===== config.mk =====
export PLATFORM = sky130hd
export DESIGN_NAME = dl_sequencer
export DESIGN_NICKNAME = d
export VERILOG_FILES = /design/src/rtl/dl_pkg.sv /design/src/rtl/dl_hold_timer.sv /design/src/rtl/dl_sequencer.sv
export SDC_FILE = /design/constraint.sdc
export NUM_CORES = 1
export LEC_CHECK = 0
export CAP_MARGIN = 30
export CORE_MARGIN = 2
export CORE_UTILIZATION = 45
export CTS_BUF_LIST = sky130_fd_sc_hd__clkbuf_16
export CTS_CLUSTER_SIZE = 12
export DETAILED_ROUTE_END_ITERATION = 6
export PLACE_DENSITY = 0.87
export SKIP_CTS_REPAIR_TIMING = 1
export SLEW_MARGIN = 20
export SYNTH_ARGS = -nofsm -noshare
export SYNTH_HDL_FRONTEND = slang
export SYNTH_SLANG_ARGS = --single-unit
export TNS_END_PERCENT = 1

===== constraint.sdc =====
create_clock -name clk_sys -period 2.3 [get_ports clk_sys]
set_input_delay 0.46 -clock clk_sys [delete_from_list [all_inputs] [get_ports clk_sys]]
set_output_delay 0.46 -clock clk_sys [all_outputs]
set_load 0.05 [all_outputs]

===== src/rtl/dl_pkg.sv =====
// Shared types and constants for the HPS download sequencer.
package dl_pkg;

  typedef enum logic [2:0] {
    ST_IDLE,
    ST_ROM,
    ST_CFG,
    ST_HOLD,
    ST_RUN
  } dl_state_t;

  localparam logic [7:0] IDX_ROM = 8'd0;
  localparam logic [7:0] IDX_MOD = 8'd1;
  localparam logic [7:0] IDX_DIP = 8'd254;

endpackage


===== src/rtl/dl_hold_timer.sv =====
// Post-download hold counter: loads HOLD_CYCLES-1, counts down, flags zero.
module dl_hold_timer #(
  parameter int unsigned HOLD_CYCLES = 16
) (
  input  logic clk_sys,
  input  logic reset_n,
  input  logic load,
  input  logic dec,
  output logic zero
);

  localparam int unsigned CW = (HOLD_CYCLES > 1) ? $clog2(HOLD_CYCLES) : 1;

  logic [CW-1:0] cnt;

  always_ff @(posedge clk_sys) begin
    if (!reset_n)
      cnt <= '0;
    else if (load)
      cnt <= CW'(HOLD_CYCLES - 1);
    else if (dec && (cnt != '0))
      cnt <= cnt - CW'(1);
  end

  assign zero = (cnt == '0);

endmodule


===== src/rtl/dl_sequencer.sv =====
// HPS download sequencer: ROM write buffer, variant select, DIP bank, core reset hold.
// Optional rom_sum byte checksum output is enabled by DL_SEQUENCER_CHECKSUM_EN.
module dl_sequencer
  import dl_pkg::*;
#(
  parameter int unsigned HOLD_CYCLES = 16,
  parameter logic [15:0] ROM_LIMIT   = 16'hFFFF
) (
  input  logic        clk_sys,
  input  logic        reset_n,
  input  logic        ioctl_download,
  input  logic        ioctl_wr,
  input  logic [24:0] ioctl_addr,
  input  logic [7:0]  ioctl_dout,
  input  logic [7:0]  ioctl_index,
  output logic        ioctl_wait,
  output logic        rom_wr,
  output logic [15:0] rom_addr,
  output logic [7:0]  rom_data,
  input  logic        rom_ready,
  output logic        core_reset,
  output logic [7:0]  mod_id,
  output logic        mod_valid,
`ifdef DL_SEQUENCER_CHECKSUM_EN
  output logic [15:0] rom_sum,
`endif
  output logic [7:0]  dip [8]
);

  dl_state_t state, state_nxt;
  logic      core_nxt;
  logic      buf_full;
  logic      capture, drain;
  logic      hold_load, hold_dec, hold_zero;
  logic      dip_hit;

  always_comb begin
    state_nxt = state;
    core_nxt  = core_reset;
    case (state)
      ST_IDLE, ST_RUN: begin
        if (ioctl_download && ioctl_index == IDX_ROM) begin
          state_nxt = ST_ROM;
          core_nxt  = 1'b1;
        end else if (ioctl_download && ioctl_index == IDX_MOD) begin
          state_nxt = ST_CFG;
          core_nxt  = 1'b1;
        end else if (!ioctl_download && state == ST_IDLE) begin
          state_nxt = ST_HOLD;
        end
      end
      ST_ROM:  if (!ioctl_download && !buf_full) state_nxt = ST_HOLD;
      ST_CFG:  if (!ioctl_download) state_nxt = ST_HOLD;
      ST_HOLD: begin
        if (ioctl_download && ioctl_index == IDX_ROM) begin
          state_nxt = ST_ROM;
        end else if (ioctl_download && ioctl_index == IDX_MOD) begin
          state_nxt = ST_CFG;
        end else if (hold_zero) begin
          state_nxt = ST_RUN;
          core_nxt  = 1'b0;
        end
      end
      default: state_nxt = ST_IDLE;
    endcase
  end

  assign hold_load = (state_nxt == ST_HOLD) && (state != ST_HOLD);
  assign hold_dec  = (state == ST_HOLD);

  dl_hold_timer #(.HOLD_CYCLES(HOLD_CYCLES)) u_hold (
    .clk_sys (clk_sys),
    .reset_n (reset_n),
    .load    (hold_load),
    .dec     (hold_dec),
    .zero    (hold_zero)
  );

  // A new byte may enter on the same cycle the previous one drains.
  assign drain   = buf_full && rom_ready;
  assign capture = (state == ST_ROM) && ioctl_wr &&
                   (ioctl_addr <= {9'd0, ROM_LIMIT}) && (!buf_full || rom_ready);
  assign dip_hit = ioctl_wr && (ioctl_index == IDX_DIP) && (ioctl_addr[24:3] == '0);

  always_ff @(posedge clk_sys) begin
    if (!reset_n) begin
      state      <= ST_IDLE;
      core_reset <= 1'b1;
      buf_full   <= 1'b0;
      rom_addr   <= '0;
      rom_data   <= '0;
      mod_id     <= '0;
      mod_valid  <= 1'b0;
      for (int unsigned i = 0; i < 8; i++) dip[i] <= '1;
    end else begin
      state      <= state_nxt;
      core_reset <= core_nxt;
      buf_full   <= capture || (buf_full && !rom_ready);
      if (capture) begin
        rom_addr <= ioctl_addr[15:0];
        rom_data <= ioctl_dout;
      end
      if (state == ST_CFG && ioctl_wr) begin
        mod_id    <= ioctl_dout;
        mod_valid <= 1'b1;
      end
      if (dip_hit) dip[ioctl_addr[2:0]] <= ioctl_dout;
    end
  end

  assign rom_wr     = buf_full;
  assign ioctl_wait = buf_full;

`ifdef DL_SEQUENCER_CHECKSUM_EN
  always_ff @(posedge clk_sys) begin
    if (!reset_n)
      rom_sum <= '0;
    else if (state_nxt == ST_ROM && state != ST_ROM)
      rom_sum <= '0;
    else if (drain)
      rom_sum <= rom_sum + {8'h00, rom_data};
  end
`endif

endmodule


==> impl_metrics.csv, run 1 <==
group,metric,value,unit
run_status,status,"complete, no violations",
floorplan,die_area,10400,sq um
detailed_routing,ant_nets,0,
timing,hold_viol_final,0,
setup_path,worstSetupPathType,"in2reg",
floorplan,initial_core_util,46.5,%
place,dp_hpwl,8.64,mm
logic_synthesis,syn_nets,504,
setup_path,cp.buffers_inverters,4,
setup_path,path_delay_family,"simple AND/OR/NAND/NOR gates",
logic_synthesis,yosys.area.top_type,"dfxtp_1",
setup_path,crit_start,"ioctl_addr[22]",
layout,syn_to_final_growth,48.6,%
power_and_ir_drop,peakVddDrop,579,uV
grt,antenna_found_initial,0,
setup_path,crit_chain,"clkdlybuf4s50_1 -> or4_4 -> nor4_4 -> buf_4 -> buf_12 -> buf_4 -> nand4_2 -> o211ai_1",
floorplan,die_x,102,microns
power_and_ir_drop,p_switching,1.12,mW
layout,num_antenna_cells,0,
logic_synthesis,avgSynthCellArea,9.46,sq um
timing,relSlewSlack,62.7,%
setup_path,r2r-start,"u_hold.cnt[0]",
setup_path,r2r_setup_slack,0.16,ns
detailed_routing,dr.pass1.iters,4,
detailed_routing,routedWlPerCell,16.5,microns
cts,cts-root-buf,"clkbuf_16",
floorplan,ios,146,
grt,grt_max_degree,63,
logic_synthesis,yosysTopAreaCellShare,49.1,%
detailed_routing,drt_iter0_markers,195,
setup_path,cp_data_arrival_time,2.48,ns
job,maxCapViolCount,0,
logic_synthesis,yosysUniqueCellTypes,45,
logic_synthesis,async_reset_ff_share,0,%
detailed_routing,viasPerCell,5.16,
setup_path,r2r-end,"u_hold.cnt[2]",
setup_path,end_kind,"flop",
worst_hold_path,hp-class,"reg2reg",
setup_path,required,2.54,ns
logic_synthesis,synth-main-ff-cell,"dfxtp_1",
timing,timing.final.crit_share,97.3,%
logic_synthesis,synth_cells,457,
logic_synthesis,synth_edf_count,0,
power_and_ir_drop,power.share.clock,37.3,%
layout,final_cell_mix,"clkdlybuf4s50_1 (140), nand2_1 (129), dfxtp_1 (106)",
setup_path,cp_common_cell,"buf_4",
cts,cts.sinks,106,
timing,timing.setup.tns,0,ns
grt,grt_overflow_total,0,
layout,drive_gt1_share,9.98,%
setup_path,reg2reg_depth,7,
cts,cts_tree,"done",
timing,finClkSkew,0.00594,ns
setup_path,crit_path_top_delay_cell,"or4_4",
detailed_routing,drcViolationCount,0,
power_and_ir_drop,p_seq_share,47.3,%
setup_path,crit_fanout,8,
setup_path,slowest_delay,0.54,ns
timing,drv_slew,0,
logic_synthesis,syn_area,4320,sq um
floorplan,core_region_area,9280,sq um
cts,clock_latency,0.33,ns
grt,grt_use_total,23.0,%
floorplan,die_h,102,microns
cts,clk_path_buf_depth,2,
cts,numCtsBuffers,9,
floorplan,rows,35,
power_and_ir_drop,p_int,3.03,mW
power_and_ir_drop,power_leakage,2.91,nW
cts,cts.clk_slew.worst_paths,0.07,ns
power_and_ir_drop,combPwrFrac,15.5,%
logic_synthesis,yosys_warnings,0,
detailed_routing,wl,12.2,mm
place,port_buffers,145,
logic_synthesis,synth-seq-area-share,49.1,%
place,gp_congestion,0.826,
place,dp.cells,720,
grt,grt_pass1_wl,18.9,mm
power_and_ir_drop,powerDensity,646,nW/um^2
logic_synthesis,ys_seq_elements,106,
timing,setup_violations,0,
setup_path,cp-endpoint,"dip[54]",
grt,grt_pass1_vias,3829,
detailed_routing,route.vias.total,3820,
setup_path,cp.depth,8,
timing,fin_crit,2.24,ns
logic_synthesis,yosys-top-cells-area,"dfxtp_1 (49%), mux2i_1 (13%), nand2_1 (11%), a21boi_1 (3.5%), o211ai_1 (3.0%)",
layout,fin_nets,653,
cts,h-tree-depth,3,
timing,fmax,447,MHz
layout,final_common_cell,"clkdlybuf4s50_1",
layout,instances_no_fill,740,
power_and_ir_drop,swShare,26.9,%
timing,holdWs,0.451,ns
setup_path,critPathLaunchType,"input pin",
timing,worst_slew_pin_slew,0.560,ns
[layer usage]
layer / global-route usage, % / wire length, microns
met1: 27.5 / 4950
met2: 39.6 / 6030
met3: 7.32 / 1050
met4: 6.97 / 143
met5: 0 / 0
[synthesized netlist by cell type (2+ instances only)]
master / n
nand2_1: 131
dfxtp_1: 106
mux2i_1: 56
clkbuf_1: 24
a21boi_1: 20
o211ai_1: 17
nor2b_1: 15
nor2_1: 10
o21ai_0: 6
nand4_4: 5
nor4_1: 5
a21boi_0: 4
a21oi_1: 4
and2_1: 4
nand3b_1: 4
nand4_2: 4
and3b_1: 3
buf_4: 3
inv_1: 3
a31oi_1: 2
buf_2: 2
nand2b_1: 2
nor3_1: 2
nor3b_1: 2
o21a_1: 2
o22ai_1: 2
[worst register-to-register path, stage by stage (launching register included)]
cell	delay, ns
dfxtp_1	0.32
inv_1	0.09
ha_1	0.20
nor3b_1	0.37
nor2_1	0.17
a211o_1	0.26
a31oi_1	0.41
o21ai_0	0.18
[per-stage QoR]
stage               total power, mW  setup slack (ns)  utilization (%)  instance area, sq um
floorplan                      2.39             0.224                -                  4320
global route                   4.31           -0.0218             69.2                  6420
CTS                            4.17         -0.000808             68.0                  6310
detailed placement             2.63            -0.332             64.7                  6010
finish                         4.15            0.0615             69.2                  6420
global placement               2.60            -0.259             64.7                  6010
[cell type report]
| class | count | area [sq um] |
|---|---|---|
| flip-flops and latches | 106 | 2120 |
| fillers | 727 | 2860 |
| clock inverters | 7 | 76.3 |
| well taps | 129 | 161 |
| multi-input cells | 317 | 2100 |
| repair buffers | 169 | 1730 |
| clock buffers | 9 | 225 |
| inverters | 3 | 11.3 |
[sequential cells by signal, indices dropped and copies added (netlist names)]
name        flops
dip            64
core_reset      1
mod_valid       1
state           3
rom_data        8
rom_addr       16
u_hold.cnt      4
mod_id          8
ioctl_wait      1
[worst min path at each step]
stage,startpoint,end,slack (ns),depth (start not counted)
floorplan,u_hold.cnt[2],u_hold.cnt[2],0.48,2
global placement,rom_addr[3],rom_addr[3],0.44,2
detailed placement,rom_addr[8],rom_addr[8],0.45,2
CTS,rom_addr[8],rom_addr[8],0.46,2
global route,rom_addr[0],rom_addr[0],0.48,2
finish,rom_addr[0],rom_addr[0],0.45,2
[power by group through the flow]
stage | sequential [mW] | clock (mW) | combinational [mW]
5_1_grt | 1.97 | 1.64 | 0.698
3_5_place_dp | 2.00 | 0 | 0.628
2_1_floorplan | 2.06 | 0 | 0.329
6_report | 1.96 | 1.54 | 0.641
4_1_cts | 1.96 | 1.57 | 0.638
3_3_place_gp | 1.99 | 0 | 0.611
[logic make-up after synthesis]
kind of cell | synth area share (%)
adder cells (fa/ha/maj) | 0.289
AO/OA/AOI/OAI | 9.64
buffers and inverters | 3.45
multiplexers | 13.2
XOR/XNOR | 0.203
AND/OR/NAND/NOR | 24.1
flip-flops | 49.1
Power figures use the tool's default switching activity.
==> inputs of run 2 (changes only) <==
==> constraint.sdc (replaced) <==
create_clock -name clk_sys -period 2.3 [get_ports clk_sys]
set_input_delay 0.46 -clock clk_sys [delete_from_list [all_inputs] [get_ports clk_sys]]
set_output_delay 0.46 -clock clk_sys [all_outputs]
set_load 0.1 [all_outputs]
==> impl_metrics.csv, run 2 (synthesized netlist as in run 1, its figures left out) <==
group,metric,value,unit
grt,antenna_found_initial,0,
cts,numCtsBuffers,9,
power_and_ir_drop,peakVddDrop,444,uV
timing,rsz0062_at_grt,"false",
timing,worst_slew_pin_slew,0.536,ns
place,place_ws,-0.304,ns
grt,grt_pass1_vias,3552,
setup_path,worstSetupPathType,"in2reg",
worst_hold_path,hp-class,"reg2reg",
timing,timing.final.crit_share,96.2,%
floorplan,core_region_area,9280,sq um
timing,relSlewSlack,64.1,%
floorplan,die_area,10400,sq um
place,dp_hpwl,8.25,mm
place,gp_congestion,0.816,
cts,cts.sinks,106,
setup_path,end_kind,"flop",
detailed_routing,ant_nets,0,
power_and_ir_drop,power_leakage,2.90,nW
setup_path,cp.buffers_inverters,4,
detailed_routing,wl,11.5,mm
setup_path,crit_chain,"clkdlybuf4s50_1 -> or4b_4 -> nor4_4 -> buf_4 -> buf_12 -> buf_4 -> nand4_2 -> o211ai_1",
floorplan,rows,35,
detailed_routing,dr.pass1.iters,5,
detailed_routing,routedWlPerCell,15.6,microns
layout,reg_top3,"dip (64), rom_addr (16)",
cts,clock_latency,0.34,ns
cts,h-tree-depth,3,
timing,setup_violations,0,
grt,grt_pass1_wl,17.7,mm
detailed_routing,route.vias.total,3775,
run_status,status,"complete, no violations",
floorplan,initial_core_util,46.5,%
grt,grt_max_degree,64,
job,maxCapViolCount,0,
layout,final_cell_mix,"nand2_1 (131), buf_4 (115), dfxtp_1 (106)",
layout,final_common_cell,"nand2_1",
grt,grt_use_total,21.8,%
setup_path,path_delay_family,"simple AND/OR/NAND/NOR gates",
place,dp.cells,720,
cts,cts-root-buf,"clkbuf_16",
setup_path,r2r_setup_slack,0.31,ns
setup_path,required,2.55,ns
layout,largest_reg_flops,64,
detailed_routing,viasPerCell,5.12,
cts,clk_path_buf_depth,2,
setup_path,critPathLaunchType,"input pin",
place,postPlaceCellArea,5760,sq um
place,port_buffers,145,
layout,drive_gt1_share,25.8,%
timing,fin_crit,2.21,ns
layout,fill_cells,737,
layout,num_antenna_cells,0,
timing,finClkSkew,0.00854,ns
timing,drv_slew,0,
setup_path,crit_path_top_delay_cell,"or4b_4",
grt,grt_overflow_total,0,
layout,fin_area,6100,sq um
setup_path,cp_common_cell,"buf_4",
cts,cts.clk_slew.worst_paths,0.07,ns
layout,syn_to_final_growth,41.2,%
timing,timing.final.ws_setup,0.0878,ns
floorplan,die_x,102,microns
layout,instances_no_fill,738,
floorplan,ios,146,
layout,regMostFlops,"dip",
power_and_ir_drop,powerDensity,667,nW/um^2
power_and_ir_drop,total_power,4.07,mW
setup_path,slowest_delay,0.53,ns
timing,timing.setup.tns,0,ns
timing,holdWs,0.455,ns
setup_path,crit_fanout,8,
setup_path,cp_data_arrival_time,2.47,ns
detailed_routing,drcViolationCount,0,
timing,fmax,452,MHz
timing,hold_viol_final,0,
layout,finish.utilization,65.7,%
floorplan,die_h,102,microns
detailed_routing,drt_iter0_markers,227,
layout,fin_nets,652,
cts,cts_tree,"done",
## run 2: final timing paths
kind | from | end | cells past startpoint
min reg2reg | rom_addr[13] | rom_addr[13] | 2
max reg2reg | u_hold.cnt[0] | u_hold.cnt[2] | 7
max | ioctl_addr[17] | dip[49] | 8
min | rom_addr[13] | rom_addr[13] | 2
## run 2: area by class of cell
cell class	count	area (sq um)	share of cell area (%)
timing repair buffer	168	1460	23.9
clock buffer	9	225	3.69
clock inverter	6	42.5	0.697
tap	129	161	2.65
sequential	106	2120	34.8
multi-input combinational	317	2080	34.1
inverter	3	11.3	0.185
## run 2: routing by layer
metal | up-vias | share of wire [%] | global-route usage, %
met3 | 13 | 8.6 | 6.22
met5 | - | 0 | 0
li1 | 1845 | - | -
met1 | 1767 | 43 | 27.4
met4 | 0 | 1.4 | 6.36
met2 | 150 | 47 | 36.7
## run 2: where the power goes
part | switching, mW | internal (mW) | total [mW] | leakage [nW]
combinational | 0.440 | 0.271 | 0.712 | 1.91
clock | 0.673 | 0.733 | 1.41 | 0.128
sequential | 0.0566 | 1.90 | 1.96 | 0.858
total | 1.17 | 2.90 | 4.07 | 2.90
## run 2: tightest hold or removal path, stage by stage, from the launching register on
cell      delay (ns)
dfxtp_1         0.31
nand2_1         0.05
a21boi_1        0.05
